File: src/rtl/noc_arb_pkg.sv
// Shared definitions for the NoC output-port arbiters: port indices, state mode and
// a one-hot decode helper.
package noc_arb_pkg;

    localparam int PORT_N = 0;
    localparam int PORT_E = 1;
    localparam int PORT_W = 2;
    localparam int PORT_S = 3;
    localparam int PORT_L = 4;

    localparam int ONEHOT_MAX = 64;

    typedef enum logic {
        ARB_OWN  = 1'b0,
        ARB_IDLE = 1'b1
    } arb_mode_e;

    // Callers size the result down to their own port count.
    function automatic logic [ONEHOT_MAX-1:0] onehot(input int unsigned idx, input int unsigned n);
        logic [ONEHOT_MAX-1:0] vec;
        vec = '0;
        if ((idx < n) && (idx < ONEHOT_MAX)) begin
            vec[idx] = 1'b1;
        end else begin
            vec = '0;
        end
        return vec;
    endfunction

endpackage

File: src/rtl/rr_priority_pick.sv
// Cyclic first-one finder: returns the first set request at or after start,
// wrapping from NUM_PORTS-1 back to 0.
module rr_priority_pick
#(
    parameter int NUM_PORTS = 5
) (
    input  logic [NUM_PORTS-1:0]         req,
    input  logic [$clog2(NUM_PORTS)-1:0] start,
    output logic                         found,
    output logic [$clog2(NUM_PORTS)-1:0] idx
);

    localparam int IW = $clog2(NUM_PORTS);

    // Walk offsets from farthest to nearest so the nearest set request wins.
    always_comb begin
        int pos;
        found = 1'b0;
        idx   = '0;
        for (int k = NUM_PORTS - 1; k >= 0; k--) begin
            pos = int'(start) + k;
            if (pos >= NUM_PORTS) begin
                pos = pos - NUM_PORTS;
            end else begin
                pos = pos;
            end
            if (req[pos]) begin
                found = 1'b1;
                idx   = IW'(pos);
            end else begin
                found = found;
            end
        end
    end

endmodule

File: src/rtl/arbiter_rr_param.sv
// Round-robin output-port arbiter with RTS/DCTS handshake toward the downstream
// router and an optional per-owner hold limit for fairness.
module arbiter_rr_param
    import noc_arb_pkg::*;
#(
    parameter int NUM_PORTS  = 5,
    parameter int IDLE_FIRST = PORT_L,
    parameter int HOLD_MAX   = 0
) (
    input  logic                         clk,
    input  logic                         rst,
    input  logic [NUM_PORTS-1:0]         req,
    input  logic                         dcts,
    output logic                         rts,
    output logic [NUM_PORTS-1:0]         grant,
    output logic [NUM_PORTS-1:0]         xbar_sel,
    output logic [$clog2(NUM_PORTS)-1:0] owner,
    output logic                         busy
);

    localparam int IW = $clog2(NUM_PORTS);
    localparam int HW = (HOLD_MAX > 0) ? $clog2(HOLD_MAX + 1) : 1;
    localparam logic [HW-1:0] HOLD_LIM = HW'(HOLD_MAX);

    typedef struct packed {
        arb_mode_e       mode;
        logic [IW-1:0]   idx;
    } arb_state_t;

    arb_state_t        state_r;
    logic              rts_r;
    logic [HW-1:0]     hold_cnt_r;

    arb_state_t        state_nxt_s;
    logic              idle_s;
    logic [NUM_PORTS-1:0] own_vec_s;
    logic              others_s;
    logic              hold_hit_s;
    logic [IW-1:0]     start_s;
    logic              found_s;
    logic [IW-1:0]     pick_idx_s;
    logic              handshake_s;
    logic              stall_s;
    logic              rts_nxt_s;
    logic [HW-1:0]     hold_nxt_s;

    // Owner decode and the start point of the cyclic search.
    always_comb begin
        idle_s      = (state_r.mode == ARB_IDLE);
        own_vec_s   = NUM_PORTS'(onehot(32'(state_r.idx), NUM_PORTS));
        others_s    = |(req & ~own_vec_s);
        handshake_s = rts_r & dcts;
        stall_s     = rts_r & ~dcts;
        hold_hit_s  = 1'b0;
        if ((HOLD_MAX > 0) && !idle_s && (hold_cnt_r >= HOLD_LIM) && others_s) begin
            hold_hit_s = 1'b1;
        end else begin
            hold_hit_s = 1'b0;
        end
        if (idle_s) begin
            start_s = IW'(IDLE_FIRST);
        end else if (hold_hit_s) begin
            // Start just past the owner so it is searched last.
            if (state_r.idx == IW'(NUM_PORTS - 1)) begin
                start_s = '0;
            end else begin
                start_s = state_r.idx + IW'(1);
            end
        end else begin
            start_s = state_r.idx;
        end
    end

    rr_priority_pick #(
        .NUM_PORTS(NUM_PORTS)
    ) u_pick (
        .req  (req),
        .start(start_s),
        .found(found_s),
        .idx  (pick_idx_s)
    );

    // Next state, next rts and hold counter update.
    always_comb begin
        if (found_s) begin
            state_nxt_s = '{mode: ARB_OWN, idx: pick_idx_s};
        end else begin
            state_nxt_s = '{mode: ARB_IDLE, idx: '0};
        end

        if (idle_s) begin
            rts_nxt_s = 1'b0;
        end else if (handshake_s) begin
            rts_nxt_s = 1'b0;
        end else begin
            rts_nxt_s = 1'b1;
        end

        if (stall_s) begin
            hold_nxt_s = hold_cnt_r;
        end else if (state_nxt_s != state_r) begin
            hold_nxt_s = '0;
        end else if (handshake_s && (hold_cnt_r < HOLD_LIM)) begin
            hold_nxt_s = hold_cnt_r + HW'(1);
        end else begin
            hold_nxt_s = hold_cnt_r;
        end
    end

    // State registers; a stalled handshake freezes the owner.
    always_ff @(posedge clk) begin
        if (rst) begin
            state_r    <= '{mode: ARB_IDLE, idx: '0};
            rts_r      <= 1'b0;
            hold_cnt_r <= '0;
        end else begin
            if (!stall_s) begin
                state_r <= state_nxt_s;
            end else begin
                state_r <= state_r;
            end
            rts_r      <= rts_nxt_s;
            hold_cnt_r <= hold_nxt_s;
        end
    end

    // Output decode from state; grant additionally qualified by the live handshake.
    always_comb begin
        rts  = rts_r;
        busy = ~idle_s;
        if (idle_s) begin
            owner    = '0;
            xbar_sel = '0;
            grant    = '0;
        end else begin
            owner    = state_r.idx;
            xbar_sel = own_vec_s;
            if (handshake_s) begin
                grant = own_vec_s;
            end else begin
                grant = '0;
            end
        end
    end

endmodule

File: config.mk
export PLATFORM = sky130hd
export DESIGN_NAME = arbiter_rr_param
export DESIGN_NICKNAME = d
export VERILOG_FILES = /design/src/rtl/noc_arb_pkg.sv /design/src/rtl/rr_priority_pick.sv /design/src/rtl/arbiter_rr_param.sv
export SDC_FILE = /design/constraint.sdc
export NUM_CORES = 1
export LEC_CHECK = 0
export CAP_MARGIN = 20
export CORE_MARGIN = 4
export CORE_UTILIZATION = 40
export CTS_CLUSTER_DIAMETER = 60
export DETAILED_ROUTE_END_ITERATION = 7
export PLACE_DENSITY = 0.65
export SLEW_MARGIN = 20
export SYNTH_ARGS = -nofsm -noshare
export SYNTH_HDL_FRONTEND = slang
export SYNTH_SLANG_ARGS = --single-unit
File: constraint.sdc
create_clock -name clk -period 2.8 [get_ports clk]
set_input_delay 0.84 -clock clk [delete_from_list [all_inputs] [get_ports clk]]
set_output_delay 0.84 -clock clk [all_outputs]
set_load 0.1 [all_outputs]
==> results by group <==
Synthesis
  • Mapped Cells: 200
  • Yosys cell types: 55
  • Synth Cell Area: 1395 um^2
  • Synth async-reset ratio: 0%
  • Flops & latches, synth: 5
  • Most used DFF post-synth: dfxtp_1
  • Register area share after synthesis: ~7.2%
  • Synth top area share: approximately 8.1%
  • Post-synth EDFFs: 0
  • Net Count, Synth: around 220
  • Yosys top cell by area: ha_1
  • Synth warn: 0
  • Synth top cells by count: nand2_1, nor2_1, a21oi_1
  • Synthesized area per cell: between 6 and 7 um^2
  • Ranking of synthesized cells by area: ha_1, dfxtp_1, nand2_1

Timing
  • Final hold violation count: 0
  • Worst Max-Slew Pin Slew: just over 400 ps
  • Setup ws final: -62.45 ps
  • Max Clock Skew: 16.86 ps
  • Endpoints failing setup: 1
  • Total Neg Setup Slack: -62.45 ps
  • RSZ-0062 raised after global routing: yes
  • FMAX: 349.4 MHz
  • Minimum clock period: between 2000 and 3000 ps
  • Max Slew Vio Count: 0
  • Period Utilization, post-route: 102.2%
  • Max-slew headroom: 72.16%

Floorplanning
  • Chip Height: 67.06 um
  • Die area: between 4000 and 5000 um^2
  • Placement Rows: 21
  • Core box area: ~3400 um^2
  • Num ports: 23
  • Initial Utilization: approximately 41%
  • Chip Width: ~67 um

Route
  • DR WL/cell: between 15 and 20 um
  • Initial DRC Count: around 200
  • Final WL: approximately 6300 um
  • Routed Antenna Nets: 0
  • Vias per cell: 6.502
  • DR pass1 iterations: 5
  • DRC: 0
  • Via Count: ~2100

Final layout
  • Finished Cell Area: approximately 2700 um^2
  • Final non-filler cell total: 317
  • Antenna diodes: 0
  • Nets: between 200 and 300
  • Fillers: approximately 230
  • Layout area overhead: 91.75%
  • Layout cells sized above 1: 54.98%

Setup path
  • CP most frequent cell: buf_6
  • CP cell instances: buf_6 > or2_4 > buf_6 > ha_4 > nor4b_4 > a211oi_2 > a32o_2 > o21ai_2 > nand2_1 > a21oi_2 > o211ai_1 > a32o_1
  • CP required: between 2000 and 3000 ps
  • Worst Setup End Kind: flip-flop
  • CP arrival: 3010 ps
  • Reg2reg setup slack: -60 ps
  • Crit Path Class: reg2reg
  • CP max-delay cell: nor4b_4
  • Worst path max stage delay: approximately 370 ps
  • Worst setup SP type: flip-flop
  • Largest fanout on the critical path: 6

Pwr
  • Psw: roughly 1600 uW
  • Sw Share: 55.87%
  • Int Pwr: between 1000 and 1500 uW
  • Seq pwr share: ~4.3%
  • VDD IR max: ~0.63 mV
  • Leakage power: ~0.0010 uW
  • Clock network fraction of total power: ~3.3%
  • Power per cell area: 1080 nW/um^2
  • Comb pwr share: a little over 90%

Clock network
  • Worst-skew pair later-pin latency: between 200 and 300 ps
  • H-tree level count: 1
  • CTS tree: done
  • Inserted Clock Buffers: 3
  • Clock buffer depth: 2
  • Clk sinks: 5
  • Root buffer cell: clkbuf_4
  • Clock Pin Slew Worst Setup and Hold Paths: approximately 60 ps

Placed design
  • Post-DP Area: 2273 um^2
  • Port Buf Inserts: 22
  • Cells after DPL: between 300 and 400
  • DP Wirelength: roughly 4300 um
  • Final GP Congestion: around 0.93

Global route
  • GRT overflow: 0
  • Gr usage total: between 20% and 30%
  • Initial antenna violation count: 0
  • Largest net degree at the start of global routing: 16
  • First-pass GRT wire length: just under 9000 um
  • Vias in the first global route: 1918

Status
  • Outcome: finished, violations left
  • Violated checks: negative setup slack

Min path
  • Hold WC Path Type: reg2reg

Run
  • Max_cap viols: 0
[layer usage]
| metal | GRT usage (%) | vias to the layer above | wire [um] |
|---|---|---|---|
| met3 | 1.855 | 48 | 536 |
| met2 | 47.48 | 159 | 3084 |
| li1 | - | 903 | - |
| met1 | 29.93 | 951 | 2289 |
| met4 | 13.16 | 0 | 423 |
| met5 | 0 | - | 0 |
[timing repair]
action / CTS / global route
resized for setup: 23 / 50
buffers inserted: 3 / 6
hold buffers: 0 / 0
setup endpoints to repair: 7 / 4
pin swaps: 6 / 24
[path summary, 6_finish.rpt]
| kind | startpoint | to | depth (start not counted) |
|---|---|---|---|
| hold / removal | rts$_SDFF_PP0_ | rts$_SDFF_PP0_ | 1 |
| setup / recovery | idle_s$_SDFFE_PP1N_ | state_r[1]$_SDFFE_PP0N_ | 12 |
| setup reg to reg | idle_s$_SDFFE_PP1N_ | state_r[1]$_SDFFE_PP0N_ | 12 |
| hold reg to reg | rts$_SDFF_PP0_ | rts$_SDFF_PP0_ | 1 |
[metrics by stage]
step	utilization, %	hold WS [ps]	power, uW	setup slack (ps)
after floorplan	-	614.9	1501	-550.4
after global placement	67.60	511.5	2130	-218.9
after detailed placement	67.60	534.6	2181	-229.5
after CTS	71.80	544.0	2458	-1.660
after global routing	79.54	567.9	3011	-114.6
final	79.54	532.2	2889	-62.45
[power by group through the flow]
| stage | clock network (uW) | registers, uW | logic (uW) |
|---|---|---|---|
| floorplan | 0 | 132 | 1370 |
| global placement | 0 | 113 | 2020 |
| detailed placement | 0 | 114 | 2070 |
| CTS | 88.7 | 114 | 2260 |
| global route | 103 | 128 | 2780 |
| finish | 95.6 | 124 | 2670 |
[registers in the layout, indices dropped and copies added (netlist names)]
| name | count |
|---|---|
| rts | 1 |
| state_r | 3 |
| idle_s | 1 |
[layout by cell type, fill, tap and decap left out, types with 6 or more instances in the layout]
cell type / instances
nor2_1: 13
a21oi_1: 6
ha_4: 8
nand2_1: 13
buf_12: 13
clkdlybuf4s50_1: 6
buf_4: 56
inv_1: 6
[worst max-delay path: cells and delay by family (launching register included)]
| kind | cells | cell delay, ps |
|---|---|---|
| buf+inv | 2 | 260 |
| simple gates | 3 | 780 |
| flops | 1 | 340 |
| fa+ha+maj | 1 | 170 |
| compound gates | 6 | 1160 |
[layout make-up]
| type | count | area, um^2 | share of cell area [%] |
|---|---|---|---|
| multi-input combinational | 171 | 1637 | 61.18 |
| sequential | 5 | 102.6 | 3.835 |
| timing repair buffer | 80 | 794.5 | 29.70 |
| tap | 46 | 57.56 | 2.152 |
| clock buffer | 4 | 26.28 | 0.9822 |
| inverter | 11 | 57.56 | 2.152 |
[cell families (layout without fill, tap and decap cells)]
logic type / Yosys count / count (layout) / share of synthesized area (%)
AOI/OAI and AO/OA: 64 / 64 / 34.26
xor gates and xnor gates: 1 / 1 / 0.6279
adders and majority gates: 9 / 9 / 8.072
buffers and inverters: 24 / 95 / 9.057
DFF: 5 / 5 / 7.175
muxes: 8 / 8 / 6.099
and+or+nand+nor: 89 / 89 / 34.71
No activity file was read; power rests on OpenSTA's default activity.
